--- src/rtl/pipe_stall_ctrl.sv ---
// Stall/flush scheduler for the 5-stage RV32 pipeline: load-use bubbles,
// branch redirects and multi-cycle FPU occupancy of EX.
module pipe_stall_ctrl #(
  parameter int FPU_LAT  = 4,
  parameter int USE_DONE = 1,
  parameter int TIMEOUT  = 64,
  parameter int CNT_W    = 32
) (
  input  logic             clk,
  input  logic             rst,
  input  logic [4:0]       rs1_id,
  input  logic [4:0]       rs2_id,
  input  logic             uses_rs2_id,
  input  logic [6:0]       opcode_id,
  input  logic [4:0]       rd_ex,
  input  logic             MemRd_ex,
  input  logic             RegWr_ex,
  input  logic [6:0]       opcode_ex,
  input  logic             valid_ex,
  input  logic             fpu_done,
  input  logic             br_flush,
  output logic             PC_Wr,
  output logic             IF_ID_Wr,
  output logic             ID_EX_Wr,
  output logic             IF_ID_Flush,
  output logic             ID_EX_Flush,
  output logic             EX_MEM_Bubble,
  output logic             fpu_busy,
  output logic             fpu_err,
  output logic [CNT_W-1:0] stall_cnt
);

  localparam logic [0:0] S_RUN = 1'b0;
  localparam logic [0:0] S_FPW = 1'b1;
  localparam logic [6:0] OP_FP = 7'b1010011;
  localparam bit         DONE_MODE = (USE_DONE != 0);
  localparam int         LAT_W = $clog2(FPU_LAT + 1);
  localparam int         TO_W  = $clog2(TIMEOUT + 1);
  localparam logic [LAT_W-1:0] LAT_INIT = LAT_W'(FPU_LAT - 2);
  localparam logic [TO_W-1:0]  TO_LAST  = TO_W'(TIMEOUT - 1);

  logic [0:0]       r_state;
  logic [LAT_W-1:0] r_lat_cnt;
  logic [TO_W-1:0]  r_to_cnt;
  logic             r_pend_flush;
  logic             r_fpu_err;
  logic [CNT_W-1:0] r_stall_cnt;

  logic             w_fpu_start, w_load_use;
  logic             w_done_exit, w_to_exit, w_lat_exit, w_exit;
  logic             w_pc_wr, w_ifid_wr, w_idex_wr, w_ifid_fl, w_idex_fl, w_bub, w_busy;
  logic [0:0]       w_nxt_state;
  logic [LAT_W-1:0] w_nxt_lat;
  logic [TO_W-1:0]  w_nxt_to;
  logic             w_nxt_pend, w_set_err;

  assign w_fpu_start = valid_ex && (opcode_ex == OP_FP) && !(DONE_MODE && fpu_done);
  assign w_load_use  = MemRd_ex && RegWr_ex && (rd_ex != 5'd0) && (opcode_id != OP_FP) &&
                       ((rd_ex == rs1_id) || (uses_rs2_id && (rd_ex == rs2_id)));

  assign w_done_exit = DONE_MODE && fpu_done;
  assign w_to_exit   = DONE_MODE && (r_to_cnt == TO_LAST);
  assign w_lat_exit  = !DONE_MODE && (r_lat_cnt == '0);
  assign w_exit      = w_done_exit || w_to_exit || w_lat_exit;

  always_comb begin
    w_pc_wr     = 1'b1;
    w_ifid_wr   = 1'b1;
    w_idex_wr   = 1'b1;
    w_ifid_fl   = 1'b0;
    w_idex_fl   = 1'b0;
    w_bub       = 1'b0;
    w_busy      = 1'b0;
    w_nxt_state = r_state;
    w_nxt_lat   = r_lat_cnt;
    w_nxt_to    = r_to_cnt;
    w_nxt_pend  = r_pend_flush;
    w_set_err   = 1'b0;
    case (r_state)
      S_RUN: begin
        if (br_flush) begin
          w_ifid_fl = 1'b1;
          w_idex_fl = 1'b1;
        end else if (w_fpu_start) begin
          w_pc_wr     = 1'b0;
          w_ifid_wr   = 1'b0;
          w_idex_wr   = 1'b0;
          w_bub       = 1'b1;
          w_nxt_state = S_FPW;
          w_nxt_lat   = LAT_INIT;
          w_nxt_to    = '0;
        end else if (w_load_use) begin
          w_pc_wr   = 1'b0;
          w_ifid_wr = 1'b0;
          w_idex_fl = 1'b1;
        end
      end
      default: begin
        if (w_exit) begin
          // A redirect seen during the hold is released together with the result.
          w_ifid_fl   = r_pend_flush || br_flush;
          w_idex_fl   = r_pend_flush || br_flush;
          w_nxt_pend  = 1'b0;
          w_nxt_state = S_RUN;
          if (w_to_exit && !w_done_exit) begin
            w_bub     = 1'b1;
            w_set_err = 1'b1;
          end
        end else begin
          w_pc_wr    = 1'b0;
          w_ifid_wr  = 1'b0;
          w_idex_wr  = 1'b0;
          w_bub      = 1'b1;
          w_busy     = 1'b1;
          w_nxt_lat  = (r_lat_cnt == '0) ? r_lat_cnt : r_lat_cnt - 1'b1;
          w_nxt_to   = r_to_cnt + 1'b1;
          w_nxt_pend = r_pend_flush || br_flush;
        end
      end
    endcase
  end

  always_ff @(posedge clk) begin
    if (rst) begin
      r_state      <= S_RUN;
      r_lat_cnt    <= '0;
      r_to_cnt     <= '0;
      r_pend_flush <= 1'b0;
      r_fpu_err    <= 1'b0;
      r_stall_cnt  <= '0;
    end else begin
      r_state      <= w_nxt_state;
      r_lat_cnt    <= w_nxt_lat;
      r_to_cnt     <= w_nxt_to;
      r_pend_flush <= w_nxt_pend;
      r_fpu_err    <= r_fpu_err || w_set_err;
      if (!w_pc_wr && (r_stall_cnt != '1))
        r_stall_cnt <= r_stall_cnt + CNT_W'(1);
    end
  end

  assign PC_Wr         = rst || w_pc_wr;
  assign IF_ID_Wr      = rst || w_ifid_wr;
  assign ID_EX_Wr      = rst || w_idex_wr;
  assign IF_ID_Flush   = !rst && w_ifid_fl;
  assign ID_EX_Flush   = !rst && w_idex_fl;
  assign EX_MEM_Bubble = !rst && w_bub;
  assign fpu_busy      = !rst && w_busy;
  assign fpu_err       = !rst && r_fpu_err;
  assign stall_cnt     = rst ? '0 : r_stall_cnt;

endmodule

--- config.mk ---
export PLATFORM = sky130hd
export DESIGN_NAME = pipe_stall_ctrl
export DESIGN_NICKNAME = d
export VERILOG_FILES = /design/src/rtl/pipe_stall_ctrl.sv
export SDC_FILE = /design/constraint.sdc
export NUM_CORES = 1
export LEC_CHECK = 0
export ABC_CLOCK_PERIOD_IN_PS = 3850
export CAP_MARGIN = 10
export CELL_PAD_IN_SITES_DETAIL_PLACEMENT = 1
export CELL_PAD_IN_SITES_GLOBAL_PLACEMENT = 1
export CORE_MARGIN = 3
export CORE_UTILIZATION = 37
export DETAILED_ROUTE_END_ITERATION = 10
export PLACE_DENSITY = 0.85
export SLEW_MARGIN = 20
export SYNTH_ARGS = -nofsm -noshare
export SYNTH_HDL_FRONTEND = slang
export SYNTH_SLANG_ARGS = --single-unit
--- constraint.sdc ---
create_clock -name clk -period 3.85 [get_ports clk]
set_input_delay 0.77 -clock clk [delete_from_list [all_inputs] [get_ports clk]]
set_output_delay 0.77 -clock clk [all_outputs]
set_load 0.1 [all_outputs]
==> run metrics <==
sequential share of the synthesized area=32.6%; buffers inserted by post-CTS timing repair=0; clock transition at the register clock pins on the worst setup and hold paths after CTS=~0.080 ns; hold buffers post-CTS=0; Max Cap Violations=0; setup slack of the critical path after layout=0.482 ns; number of warnings printed during yosys synthesis=0; total global-route track usage=slightly below 20%; number of H-tree branching levels=2; FF+latch count, synth=between 40 and 50; DP Worst Slack=0.466 ns; fill count=794; Sum Neg Setup Slack=0 ns; DRC marker count from the first detailed-route iteration=just over 40; combined area of the multi-input logic cells=around 1700 sq um; net switching share of the total power=22.8%; crit path launch=opcode_ex[6]; Final Max Tran Viols=0; fmax=297 MHz; register-to-register path setup slack=between 1 and 1.5 ns; aggregate global routing overflow=0; Final Skew=roughly 0.0061 ns; net count reported at finish=roughly 430; leakage power total=1.30 nW; critical path data arrival time=roughly 2.6 ns; TritonCTS sink count=42; internal power of the cells=slightly below 0.0007 W; most heavily used metal layer in global routing=met2; count of flip-flops with a built-in enable after synthesis=0; met1 Track Usage GR=22.9%; number of antenna-violating nets in the routed design=0; Placed Instance Area=between 3000 and 4000 sq um; die width=89.5 um; setup-violating endpoint count in the final report=0; fin crit share=87.5%; GR Util met3=between 4 and 5%; end of the critical path=IF_ID_Wr; portion of total power attributed to sequential cells=between 40% and 50%; maximum buffer depth of the clock tree=2; fraction of final layout cells sized beyond drive strength 1=20.2%; via count normalized by instance count=5.44; Synth Net Count=360; largest net degree at the start of global routing=49; normalized max-slew margin=50.5%; count of input and output buffers=76; setup repair after global routing missed its margin=no; Logic pwr share=between 10% and 20%; DRT Wirelength=7.84 mm; sequential cell area in the final layout=841 sq um; critical path data required time=3.08 ns; worst hold path type=flip-flop to flip-flop; DRC violation count after routing=0; Total Die Area=about 8000 sq um; Peak VDD IR=about 0.00012 V; Clk network pwr share=39.7%; cells taking the most area after synthesis=sky130_fd_sc_hd__dfxtp_1, sky130_fd_sc_hd__nor2b_1, sky130_fd_sc_hd__mux2_2, sky130_fd_sc_hd__nor2_1, sky130_fd_sc_hd__nand4_1; end of the worst register-to-register path=r_stall_cnt[9]$_SDFFE_PP0P_; Layout area overhead=35.5%; top cell type by total area after synthesis=sky130_fd_sc_hd__dfxtp_1; final hold violation count=0; Min Clock Period, post-route=approximately 3.4 ns; synthesized area per cell=8.05 sq um; Synth Instances=321; initial core utilization=a little under 40%; number of buffers created by CTS=5; PostCTS Resize Cnt=0; number of placed I/O pins=77; kind of end point of the critical path=output pin; outcome=finished clean; floorplan row count=29; CP Max Fanout=5; area of all placed cells without fillers=3500 sq um; worst reg2reg path startpoint=r_stall_cnt[0]$_SDFFE_PP0P_; Net Sw Power=0.000200 W; count of unique library cells instantiated by Yosys=47; transition time of the tightest slew-check pin=between 0.7 and 0.8 ns; clock insertion delay at the later pin of the skew report=0.29 ns; final routed wire length divided by cell count=16.2 um; most frequently used flop master after synthesis=sky130_fd_sc_hd__dfxtp_1; cell chosen for the clock root=sky130_fd_sc_hd__clkbuf_8; summed instance area of the synthesized netlist=2580 sq um; first drt pass iteration count=4; count of vias placed by the detailed router=2631; critical path type=primary input to output pin; CTS tree=built; vias in the first global route=2639; count of inserted antenna diode cells=0; share of synthesized flip-flops with an asynchronous set or reset=0%; first-pass GRT wire length=approximately 12 mm; worst reg2reg path depth=7; weighted congestion at the end of routability-driven global placement=0.785; Critical Path Start Type=primary input; number of antenna violations at the first check in global routing=0; power density over the cells=approximately 250 nW/um^2; met2 usage in global routing=36.0%; core footprint=6570 sq um; Synth top area share=32.6%; Die Height=89.5 um; DPL Wire Length=5.91 mm
## sequential cells by signal (all words and copies together) (netlist names)
| name | count |
|---|---|
| r_fpu_err | 1 |
| r_stall_cnt | 32 |
| r_to_cnt | 7 |
| r_state | 1 |
| r_pend_flush | 1 |
## cells in the mapped netlist, types with 7 or more instances
cell,count
sky130_fd_sc_hd__or3_1,13
sky130_fd_sc_hd__nor2b_1,35
sky130_fd_sc_hd__clkbuf_1,11
sky130_fd_sc_hd__nor2_1,32
sky130_fd_sc_hd__mux2_2,15
sky130_fd_sc_hd__nand4_1,17
sky130_fd_sc_hd__nor3_1,12
sky130_fd_sc_hd__or4_1,7
sky130_fd_sc_hd__nand2_1,22
sky130_fd_sc_hd__o21ai_0,18
sky130_fd_sc_hd__xnor2_1,11
sky130_fd_sc_hd__nand3_1,13
sky130_fd_sc_hd__a21oi_1,21
sky130_fd_sc_hd__dfxtp_1,42
## worst min path at each step
stage	from	endpoint	depth (start not counted)
after floorplan	r_fpu_err$_SDFF_PP0_	r_fpu_err$_SDFF_PP0_	2
after global placement	r_fpu_err$_SDFF_PP0_	r_fpu_err$_SDFF_PP0_	2
after detailed placement	r_fpu_err$_SDFF_PP0_	r_fpu_err$_SDFF_PP0_	2
after CTS	r_fpu_err$_SDFF_PP0_	r_fpu_err$_SDFF_PP0_	2
after global routing	r_fpu_err$_SDFF_PP0_	r_fpu_err$_SDFF_PP0_	2
final	r_fpu_err$_SDFF_PP0_	r_fpu_err$_SDFF_PP0_	2
## power groups by stage
stage,registers [W],logic [W],clock network (W)
final,0.000434,0.0000961,0.000349
after global routing,0.000434,0.000103,0.000379
after CTS,0.000434,0.0000970,0.000361
after detailed placement,0.000444,0.0000966,0
after global placement,0.000444,0.0000927,0
after floorplan,0.000444,0.0000416,0
## placed cells by master (no fill, tap or decap), types with 13 or more instances in the layout
master                            count
sky130_fd_sc_hd__nor2b_1             35
sky130_fd_sc_hd__a21oi_1             21
sky130_fd_sc_hd__nand2_1             22
sky130_fd_sc_hd__mux2_2              15
sky130_fd_sc_hd__o21ai_0             18
sky130_fd_sc_hd__or3_1               13
sky130_fd_sc_hd__nand4_1             17
sky130_fd_sc_hd__nand3_1             13
sky130_fd_sc_hd__nor2_1              32
sky130_fd_sc_hd__buf_4               36
sky130_fd_sc_hd__dfxtp_1             42
sky130_fd_sc_hd__clkdlybuf4s50_1     35
## kinds of logic (layout without fill, tap and decap cells)
kind of cell             after synthesis  after routing  synth area share (%)
multiplexers                          15             15                  6.54
flip-flops                            42             42                  32.6
buffers and inverters                 18             88                  2.96
adder cells (fa/ha/maj)                2              2                 0.969
AND/OR/NAND/NOR                      182            182                  42.0
XOR/XNOR                              11             11                  3.73
AO/OA/AOI/OAI                         51             51                  11.2
## cell type report
class	instances	share of cell area [%]
timing repair buffer	78	21.3
sequential	42	24.0
clock buffer	7	2.18
inverter	2	0.215
multi-input combinational	261	48.1
tap	93	3.33
clock inverter	1	0.858
## stage by stage
step	cells	utilization (%)	power, W	hold slack [ns]
6_report	484	53.3	0.000879	0.480
5_1_grt	484	53.3	0.000916	0.519
4_1_cts	484	53.3	0.000892	0.487
2_1_floorplan	321	-	0.000486	0.429
3_5_place_dp	476	51.6	0.000541	0.456
3_3_place_gp	476	51.6	0.000537	0.452
## per-layer routing
layer / routed length, um / share of wire [%]
met1: 3360 / 43
met2: 3940 / 50
met5: 0 / 0
met4: 59 / 0.75
met3: 484 / 6.2
## critical path: stages
cell and delay [ns]:
sky130_fd_sc_hd__clkdlybuf4s50_1 0.47, sky130_fd_sc_hd__nand4b_1 0.15, sky130_fd_sc_hd__nor4_4 0.34, sky130_fd_sc_hd__or2_1 0.18, sky130_fd_sc_hd__o221ai_2 0.13, sky130_fd_sc_hd__or2_2 0.36, sky130_fd_sc_hd__buf_12 0.19
Note: power is estimated with default switching activity, not from simulation.
